[config.mk]
export PLATFORM = sky130hd
export DESIGN_NAME = x_edge_finder_flat
export DESIGN_NICKNAME = d
export VERILOG_FILES = /design/src/rtl/x_edge_finder_if.sv /design/src/rtl/x_edge_finder.sv /design/src/flat_wrapper.sv
export SDC_FILE = /design/constraint.sdc
export NUM_CORES = 1
export LEC_CHECK = 0
export BUFFER_PORTS_ARGS = -buffer_cell sky130_fd_sc_hd__buf_2
export CORE_UTILIZATION = 50
export DETAILED_ROUTE_END_ITERATION = 7
export PLACE_DENSITY = 0.78
export RECOVER_POWER = 50
export SYNTH_ARGS = -nofsm -noshare
export SYNTH_HDL_FRONTEND = slang
export SYNTH_SLANG_ARGS = --single-unit
[constraint.sdc]
create_clock -name i_clk -period 11.49 [get_ports i_clk]
set_clock_uncertainty 0.05 [all_clocks]
set_input_delay 1.149 -clock i_clk [delete_from_list [all_inputs] [get_ports i_clk]]
set_output_delay 1.149 -clock i_clk [all_outputs]
set_load 0.05 [all_outputs]
[src/rtl/x_edge_finder_if.sv]
// Snapshot-in / edge-result-out handshake bundle for x_edge_finder.
// slave is the finder's view, master is the producer/consumer side.
interface x_edge_finder_if #(
  parameter int P_WIDTH = 256
);
  localparam int PW = $clog2(P_WIDTH);

  logic               i_valid;
  logic               o_ready;
  logic [P_WIDTH-1:0] i_data;
  logic               o_valid;
  logic               i_ready;
  logic [PW-1:0]      o_pos;
  logic               o_found;
  logic               o_rising;

  modport slave (
    input  i_valid, i_data, i_ready,
    output o_ready, o_valid, o_pos, o_found, o_rising
  );

  modport master (
    output i_valid, i_data, i_ready,
    input  o_ready, o_valid, o_pos, o_found, o_rising
  );
endinterface

[src/rtl/x_edge_finder.sv]
// First-transition finder for a delay-line thermometer snapshot, scanned P_SLICE bits per cycle.
// Optional position averaging over 2^P_AVG_LOG2 captures is compiled in with X_EDGE_FINDER_AVG_EN.
//
// state | meaning
// IDLE  | ready for a snapshot, o_ready=1
// SCAN  | walking slices 0..P_WIDTH/P_SLICE-1, one per cycle, fixed length
// OUT   | result held on o_valid until i_ready
module x_edge_finder #(
  parameter int P_WIDTH    = 256,
  parameter int P_SLICE    = 16,
  parameter int P_AVG_LOG2 = 2
) (
  input logic            i_clk,
  input logic            i_rst,
  x_edge_finder_if.slave bus
);
  localparam int PW  = $clog2(P_WIDTH);
  localparam int SW  = $clog2(P_SLICE);
  localparam int NSL = P_WIDTH / P_SLICE;
  localparam int CW  = (NSL > 1) ? $clog2(NSL) : 1;

  generate
    if (P_SLICE < 2 || (P_WIDTH % P_SLICE) != 0 || NSL < 2 || P_AVG_LOG2 < 1) begin : g_bad_param
      $error("x_edge_finder: unsupported parameter combination");
    end
  endgenerate

  typedef enum logic [1:0] {
    IDLE = 2'd0,
    SCAN = 2'd1,
    OUT  = 2'd2
  } state_t;

  state_t state, state_nx;

  logic [P_WIDTH-1:0] data_q;
  logic [CW-1:0]      slice_cnt;
  logic               carry_q;
  logic               hit_q;
  logic [PW-1:0]      hit_pos_q;
  logic               hit_rise_q;

  logic [P_SLICE-1:0] slice;
  logic [P_SLICE-1:0] diff;
  logic               slice_hit;
  logic [SW-1:0]      slice_idx;
  logic               slice_rise;
  logic               last_slice;
  logic               hit_now;
  logic [PW-1:0]      pos_now;
  logic               rise_now;

`ifdef X_EDGE_FINDER_AVG_EN
  localparam int AW = PW + P_AVG_LOG2;
  logic [AW-1:0]         acc_q;
  logic [P_AVG_LOG2-1:0] cap_q;
  logic [AW-1:0]         sum;
  logic                  cap_last;
`endif

  // Data register shifts down one slice per cycle, so the live slice is always the LSBs.
  always_comb begin
    slice      = data_q[P_SLICE-1:0];
    diff       = slice ^ {slice[P_SLICE-2:0], carry_q};
    if (slice_cnt == '0) diff[0] = 1'b0;
    slice_hit  = 1'b0;
    slice_idx  = '0;
    slice_rise = 1'b0;
    for (int i = P_SLICE - 1; i >= 0; i--) begin
      if (diff[i]) begin
        slice_hit  = 1'b1;
        slice_idx  = i[SW-1:0];
        slice_rise = slice[i];
      end
    end
  end

  always_comb begin
    last_slice = (slice_cnt == CW'(NSL - 1));
    hit_now    = hit_q | slice_hit;
    pos_now    = '0;
    rise_now   = 1'b0;
    if (hit_q) begin
      pos_now  = hit_pos_q;
      rise_now = hit_rise_q;
    end else if (slice_hit) begin
      pos_now  = {slice_cnt, slice_idx};
      rise_now = slice_rise;
    end
  end

`ifdef X_EDGE_FINDER_AVG_EN
  always_comb begin
    sum      = acc_q + AW'(pos_now);
    cap_last = (cap_q == '1);
  end
`endif

  always_ff @(posedge i_clk or posedge i_rst) begin
    if (i_rst) state <= IDLE;
    else       state <= state_nx;
  end

  always_comb begin
    state_nx = state;
    case (state)
      IDLE: if (bus.i_valid) state_nx = SCAN;
      SCAN: begin
        if (last_slice) begin
`ifdef X_EDGE_FINDER_AVG_EN
          state_nx = (hit_now && !cap_last) ? IDLE : OUT;
`else
          state_nx = OUT;
`endif
        end
      end
      OUT:  if (bus.i_ready) state_nx = IDLE;
      default: state_nx = IDLE;
    endcase
  end

  assign bus.o_ready = (state == IDLE);
  assign bus.o_valid = (state == OUT);

  always_ff @(posedge i_clk or posedge i_rst) begin
    if (i_rst) begin
      data_q       <= '0;
      slice_cnt    <= '0;
      carry_q      <= 1'b0;
      hit_q        <= 1'b0;
      hit_pos_q    <= '0;
      hit_rise_q   <= 1'b0;
      bus.o_pos    <= '0;
      bus.o_found  <= 1'b0;
      bus.o_rising <= 1'b0;
`ifdef X_EDGE_FINDER_AVG_EN
      acc_q        <= '0;
      cap_q        <= '0;
`endif
    end else begin
      case (state)
        IDLE: begin
          if (bus.i_valid) begin
            data_q     <= bus.i_data;
            slice_cnt  <= '0;
            carry_q    <= 1'b0;
            hit_q      <= 1'b0;
            hit_pos_q  <= '0;
            hit_rise_q <= 1'b0;
          end
        end
        SCAN: begin
          data_q     <= data_q >> P_SLICE;
          carry_q    <= slice[P_SLICE-1];
          slice_cnt  <= slice_cnt + CW'(1);
          hit_q      <= hit_now;
          hit_pos_q  <= pos_now;
          hit_rise_q <= rise_now;
          if (last_slice) begin
`ifdef X_EDGE_FINDER_AVG_EN
            if (!hit_now) begin
              bus.o_pos    <= '0;
              bus.o_found  <= 1'b0;
              bus.o_rising <= 1'b0;
              acc_q        <= '0;
              cap_q        <= '0;
            end else if (!cap_last) begin
              acc_q <= sum;
              cap_q <= cap_q + 1'b1;
            end else begin
              // Truncating mean: drop the low P_AVG_LOG2 bits of the sum.
              bus.o_pos    <= sum[AW-1:P_AVG_LOG2];
              bus.o_found  <= 1'b1;
              bus.o_rising <= rise_now;
              acc_q        <= '0;
              cap_q        <= '0;
            end
`else
            bus.o_pos    <= pos_now;
            bus.o_found  <= hit_now;
            bus.o_rising <= rise_now;
`endif
          end
        end
        default: ;
      endcase
    end
  end
endmodule

[src/flat_wrapper.sv]
// flat-port wrapper written by rule: the top's interface ports become plain ports
module x_edge_finder_flat 
#(
  parameter int P_WIDTH    = 256,
  parameter int P_SLICE    = 16,
  parameter int P_AVG_LOG2 = 2
)
  (i_clk, i_rst, bus_i_valid, bus_i_data, bus_i_ready, bus_o_ready, bus_o_valid, bus_o_pos, bus_o_found, bus_o_rising);
  x_edge_finder_if #(.P_WIDTH(P_WIDTH)) bus_i ();
  input logic i_clk;
  input logic i_rst;
  input wire logic [$bits(bus_i.i_valid)-1:0] bus_i_valid;
  input wire logic [$bits(bus_i.i_data)-1:0] bus_i_data;
  input wire logic [$bits(bus_i.i_ready)-1:0] bus_i_ready;
  output wire logic [$bits(bus_i.o_ready)-1:0] bus_o_ready;
  output wire logic [$bits(bus_i.o_valid)-1:0] bus_o_valid;
  output wire logic [$bits(bus_i.o_pos)-1:0] bus_o_pos;
  output wire logic [$bits(bus_i.o_found)-1:0] bus_o_found;
  output wire logic [$bits(bus_i.o_rising)-1:0] bus_o_rising;
  assign bus_i.i_valid = bus_i_valid;
  assign bus_i.i_data = bus_i_data;
  assign bus_i.i_ready = bus_i_ready;
  assign bus_o_ready = bus_i.o_ready;
  assign bus_o_valid = bus_i.o_valid;
  assign bus_o_pos = bus_i.o_pos;
  assign bus_o_found = bus_i.o_found;
  assign bus_o_rising = bus_i.o_rising;
  x_edge_finder #(.P_WIDTH(P_WIDTH), .P_SLICE(P_SLICE), .P_AVG_LOG2(P_AVG_LOG2)) u_core (.i_clk(i_clk), .i_rst(i_rst), .bus(bus_i));
endmodule
==> impl_metrics.py, run 1 <==
metrics = {
    "timing": {
        "fin_crit_sh_pct": 51.52,
        "rsz0062_at_grt": "false",
        "hold_viol": 0,
        "period_minus_slack_ns": 5.920,
        "setup_tns_ns": 0,
        "tightestPinTransition_ns": 6.134,
        "drv_slew": 141,
        "relSlewSlack_pct": -311.1,
        "clock.fmax_ghz": 0.1689,
        "setup_viol": 0,
    },
    "synth": {
        "yosys.cell_count.top_type": "dfrtp_1",
        "synth-edff-count": 0,
        "synth_top_area_share_pct": 52.05,
        "synth-seq-cells": 283,
        "ys_types": 50,
        "synthCells": 1503,
        "yosysWarnings": 0,
        "synth_ff_type": "dfrtp_1",
        "synth_area_leaders": "dfrtp_1 (52%), o22ai_1 (7.9%), a31oi_1 (7.3%)",
        "avgSynthCellArea_um2": 9.053,
        "syn-cell-area_um2": 13610,
        "seq_area_frac_synth_pct": 52.05,
        "synth_largest_area_cell": "dfrtp_1",
        "async_reset_ff_share_pct": 100.0,
        "ys_top_cells_by_count": "dfrtp_1 (283), nand2_1 (182), o22ai_1 (172)",
        "syn-num-nets": 1766,
    },
    "clock_network": {
        "numCtsBuffers": 30,
        "clk_path_buf_depth": 3,
        "path_clk_slew_ns": 0.06,
        "post-cts-setup-buffers": 0,
        "root_buffer": "clkbuf_16",
        "hold_buffers": 0,
        "cts_resized": 0,
        "cts_sinks": 283,
        "cts_tree": "built",
        "htreeDepth": 1,
        "clock_latency_ns": 0.55,
    },
    "die": {
        "die_x_um": 167.0,
        "ios": 272,
        "rows": 60,
        "core_um2": 26800,
        "die_area_um2": 27880,
        "start_util_pct": 50.77,
        "die_h_um": 167.0,
    },
    "critical_path": {
        "crit_path_end_kind": "asynchronous set/reset pin",
        "crit_family": "buffers and inverters",
        "cp.arrival_ns": 4.71,
        "startpoint_type": "input pin",
        "critPathMaxStageDelay_ns": 3.41,
        "required_ns": 10.28,
        "crit_chain": "buf_2 > clkinvlp_2",
        "slowest_stage": "clkinvlp_2",
        "crit_type": "input pin to asynchronous set/reset pin",
        "cp.buffers_inverters": 2,
        "critPathMaxFanout": 140,
    },
    "global_routing": {
        "use_met1_pct": 38.69,
        "antenna_found_initial": 20,
        "grt_pass1_vias": 11900,
        "grt_use_met2_pct": 42.93,
        "grt_max_degree": 141,
        "busiest_layer": "met2",
        "met3_usage_pct": 5.394,
        "grt_usage_pct": 27.71,
        "grt_pass1_wl_um": 62410,
        "overflow": 0,
    },
    "run_status": {
        "failed_checks": "capacitance limit, slew limit",
        "outcome": "complete, but fails checks",
    },
    "finish": {
        "synthToLayoutAreaGrowth_pct": 17.84,
        "drive_gt1_share_pct": 19.63,
        "fillers": 2328,
        "final_util_pct": 59.83,
        "seq_area_um2": 7089,
        "layoutNonFillerInstCount": 2043,
        "num-nets-final": 1926,
        "multi_input_area_um2": 5916,
    },
    "route": {
        "drt_first_pass_iters": 6,
        "drtIter0Drc": 1393,
        "detail-route-antenna-nets": 0,
        "drt-total-wl_um": 39760,
        "wl_per_cell_um": 19.46,
        "routed_via_density": 6.128,
        "drc_errors": 0,
        "routed-via-count": 12520,
    },
    "power_and_ir_drop": {
        "p_leak_nw": 6.848,
        "power_per_cell_area_nw_per_um2": 267.8,
        "power.share.switching_pct": 36.81,
        "power_switching_w": 0.001580,
        "ir_worst_vdd_v": 0.0001153,
        "pwr-share-seq_pct": 42.5,
        "clkPwrFrac_pct": 25.0,
        "p_int_w": 0.002713,
        "power_frac_comb_pct": 32.5,
    },
    "place": {
        "gp_congestion": 0.8803,
        "numPortBuffers": 271,
        "dp_hpwl_um": 24860,
        "dpl.cell_count": 1972,
    },
    "job": {
        "max_cap_viol_count": 1,
    },
    "hold_path": {
        "hold_path.class": "flop to flop",
    },
}
## layout make-up
cell class | instances | area share [%]
Sequential cell | 283 | 44.21
Antenna cell | 16 | 0.2497
Clock inverter | 15 | 1.600
Clock buffer | 40 | 5.174
Inverter | 8 | 0.2263
Multi-Input combinational cell | 1057 | 36.89
Timing Repair Buffer | 283 | 8.982
Tap cell | 341 | 2.661
## power by group through the flow
stage / registers [W] / logic (W) / clock network (W)
2_1_floorplan: 0.00170 / 0.00112 / 0
3_3_place_gp: 0.00181 / 0.00135 / 0
3_5_place_dp: 0.00182 / 0.00139 / 0
4_1_cts: 0.00181 / 0.00140 / 0.00108
5_1_grt: 0.00188 / 0.00157 / 0.00112
6_report: 0.00182 / 0.00140 / 0.00107
## sequential cells by signal, summed over array words and instances, names as in the netlist
name                 flops
u_core.data_q          256
u_core.bus.o_pos         8
u_core.hit_pos_q         8
u_core.slice_cnt         4
u_core.state             2
u_core.bus.o_found       1
u_core.bus.o_rising      1
u_core.carry_q           1
u_core.hit_q             1
u_core.hit_rise_q        1
## through the flow
step           worst slack (ns)  hold WS (ns)  total power (W)  cell area (um^2)
2_1_floorplan             2.484        0.3918         0.002818             13610
3_3_place_gp              7.872        0.4026         0.003153             14930
3_5_place_dp              7.782        0.4122         0.003213             14930
4_1_cts                   7.728        0.4254         0.004298             16010
5_1_grt                   4.407        0.4350         0.004566             16030
6_report                  5.570        0.4205         0.004293             16030
## cells by family (layout without fill, tap and decap cells)
group,after synthesis,count (layout),synth area share (%)
AOI/OAI and AO/OA,647,647,28.06
muxes,1,1,0.07357
other,0,16,0
and+or+nand+nor,402,402,14.66
DFF,283,283,52.05
xor gates and xnor gates,4,4,0.2574
buffers and inverters,163,346,4.634
adders and majority gates,3,3,0.2759
## cells in the final DEF, fill, tap and decap left out, types with 4 or more instances in the layout
master,n
o21ai_0,170
a22o_1,22
buf_4,12
nor4_1,4
o22ai_1,172
a31oi_1,159
clkbuf_1,17
xor2_1,4
bufinv_16,7
and2_1,157
or3_1,5
clkbuf_16,31
diode_2,16
a21oi_1,97
nand2b_1,4
buf_2,260
nand2_1,181
nand3_1,9
inv_1,5
nor2_1,25
dfrtp_1,281
clkinv_2,6
## path summary, 6_finish.rpt
check                                   from                   to  slack (ns)  cells past startpoint
setup / recovery                       i_rst      u_core.state[1]        5.57                      2
hold / removal             u_core.data_q[80]    u_core.data_q[80]        0.42                      2
setup reg to reg             u_core.state[0]  u_core.bus.o_rising        7.74                      6
hold reg to reg            u_core.data_q[80]    u_core.data_q[80]        0.42                      2
max in group i_clk           u_core.state[1]          bus_o_valid        7.69                      4
min in group asynchronous              i_rst  u_core.bus.o_pos[5]        2.49                      2
## metal layers
metal	vias to the layer above	wire length [um]
li1	5842	-
met1	6063	16950
met2	526	18510
met3	81	3065
met4	8	1168
met5	-	55
## worst reg2reg max path, stage by stage (launching register included)
cell      delay (ns)
dfrtp_4         0.87
buf_4           0.76
nand2b_4        0.73
nor2_1          0.92
nor2_1          0.13
nor2_1          0.13
a31o_1          0.10
Note: power is estimated with default switching activity, not from simulation.
==> run 2, diff against run 1 <==
- clock period: 11.49 -> 5.6 ns (I/O delays scaled with it)
==> run 2 against run 1 <==
  * The flow still finishes with violations (capacitance limit, slew limit)
  * Highest routed layer unchanged
  * Via count up 0.54%
  * Clock power rose by 93%
  * Wire length rose by 0.35%
  * Critical path depth increased by 1
  * Worst hold slack worse by 0.28 ns
==> impl_metrics.py, run 2 (synthesis results as in run 1) <==
metrics = {
    "global_routing": {
        "grt_usage_pct": 27.95,
        "grt_pass1_vias": 12040,
        "grt_max_degree": 156,
        "antenna_found_initial": 18,
        "overflow": 0,
        "grt_pass1_wl_um": 63050,
    },
    "critical_path": {
        "cp.arrival_ns": 2.58,
        "critPathMaxStageDelay_ns": 1.04,
        "reg2reg_slack_ns": 2.41,
        "crit_type": "flop to output port",
        "crit_chain": "buf_4 > nor2_1 > buf_2",
        "cp.buffers_inverters": 2,
        "slowest_stage": "dfrtp_4",
        "critPathMaxFanout": 102,
        "regToRegStartpoint": "u_core.state[0]",
        "crit_family": "flip-flops",
        "rr_worst_depth": 4,
        "startpoint_type": "flop",
        "crit_path_end_kind": "output port",
        "rr_endpoint": "u_core.data_q[177]",
        "required_ns": 4.99,
    },
    "timing": {
        "fin_crit_sh_pct": 57.04,
        "hold_viol": 0,
        "drv_slew": 45,
        "period_minus_slack_ns": 3.194,
        "setup_tns_ns": 0,
        "relSlewSlack_pct": -58.57,
        "tightestPinTransition_ns": 2.379,
        "clock.fmax_ghz": 0.3131,
        "setup_viol": 0,
        "rsz0062_at_grt": "false",
    },
    "power_and_ir_drop": {
        "power_per_cell_area_nw_per_um2": 542.4,
        "p_leak_nw": 6.833,
        "ir_worst_vdd_v": 0.0003203,
    },
    "hold_path": {
        "hold_path_end": "u_core.state[1]",
        "holdPathStages": 2,
        "hold_path.class": "input pin to flop",
        "hp-start": "bus_i_ready",
    },
    "finish": {
        "final_area_um2": 16020,
        "seq_area_um2": 7089,
        "layout_common_cells": "dfrtp_1 (281), buf_2 (264), nand2_1 (181)",
        "top_regs": "u_core.data_q x256, u_core.bus.o_pos x8, u_core.hit_pos_q x8",
        "drive_gt1_share_pct": 19.87,
        "layout_commonest_cell": "dfrtp_1",
        "largest_reg_flops": 256,
        "largest_register": "u_core.data_q",
        "multi_input_area_um2": 5916,
        "num-nets-final": 1926,
        "fillers": 2285,
        "synthToLayoutAreaGrowth_pct": 17.74,
    },
    "clock_network": {
        "root_buffer": "clkbuf_16",
        "hold_buffers": 0,
        "clk_path_buf_depth": 3,
        "post-cts-setup-buffers": 0,
        "cts_resized": 0,
        "clock_latency_ns": 0.56,
        "cts_sinks": 283,
        "numCtsBuffers": 30,
        "cts_tree": "built",
        "htreeDepth": 1,
        "path_clk_slew_ns": 0.06,
    },
    "die": {
        "die_h_um": 167.0,
        "start_util_pct": 50.77,
        "rows": 60,
        "die_x_um": 167.0,
        "core_um2": 26800,
        "ios": 272,
        "die_area_um2": 27880,
    },
    "route": {
        "drt_first_pass_iters": 6,
        "routed_via_density": 6.152,
        "drc_errors": 0,
        "drtIter0Drc": 1581,
        "detail-route-antenna-nets": 0,
        "wl_per_cell_um": 19.50,
        "drt-total-wl_um": 39900,
        "routed-via-count": 12590,
    },
    "place": {
        "numPortBuffers": 271,
        "place_area_um2": 14950,
        "dp_hpwl_um": 25200,
        "gp_congestion": 0.8683,
    },
    "run_status": {
        "outcome": "complete, but fails checks",
        "failed_checks": "capacitance limit, slew limit",
    },
    "job": {
        "max_cap_viol_count": 1,
    },
}
-- run 2: worst max path at each step --
stage,start,endpoint,slack [ns],cells past startpoint
global placement,u_core.state[0],u_core.data_q[177],2.58,4
CTS,u_core.state[0],bus_o_valid,2.40,3
finish,u_core.state[0],bus_o_valid,2.41,3
detailed placement,u_core.state[0],u_core.bus.o_pos[5],2.53,5
floorplan,i_rst,u_core.bus.o_found,1.24,1
global route,i_rst,u_core.data_q[180],1.98,3
-- run 2: layer usage --
metal  routed length (um)  vias to the layer above  GRT usage, %
li1                     -                     5832             -
met1                17030                     6097         38.94
met2                18140                      540         42.33
met3                 2848                      113         4.729
met4                 1848                        6         13.97
met5                   35                        -             0
-- run 2: metrics by stage --
stage / instances / setup WS (ns) / hold WS, ns / power, W / util, %
2_1_floorplan: 1503 / 1.241 / 0.3918 / 0.005783 / -
3_3_place_gp: 1972 / 2.583 / 0.4023 / 0.006459 / 55.78
3_5_place_dp: 1972 / 2.533 / 0.4119 / 0.006599 / 55.78
4_1_cts: 2027 / 2.400 / 0.01592 / 0.008694 / 59.65
5_1_grt: 2040 / 1.980 / 0.1361 / 0.009270 / 59.72
6_report: 2046 / 2.406 / 0.1442 / 0.008689 / 59.78
-- run 2: final cells by class --
cell class	count	share of cell area, %
Timing Repair Buffer	283	9.153
Multi-Input combinational cell	1057	36.93
Antenna cell	19	0.2968
Sequential cell	283	44.25
Clock inverter	11	0.8982
Tap cell	341	2.663
Inverter	8	0.2265
Clock buffer	44	5.584
-- run 2: power by group --
part / internal (W) / switching, W
combinational: 0.00123 / 0.00163
clock: 0.00124 / 0.000828
sequential: 0.00298 / 0.000782
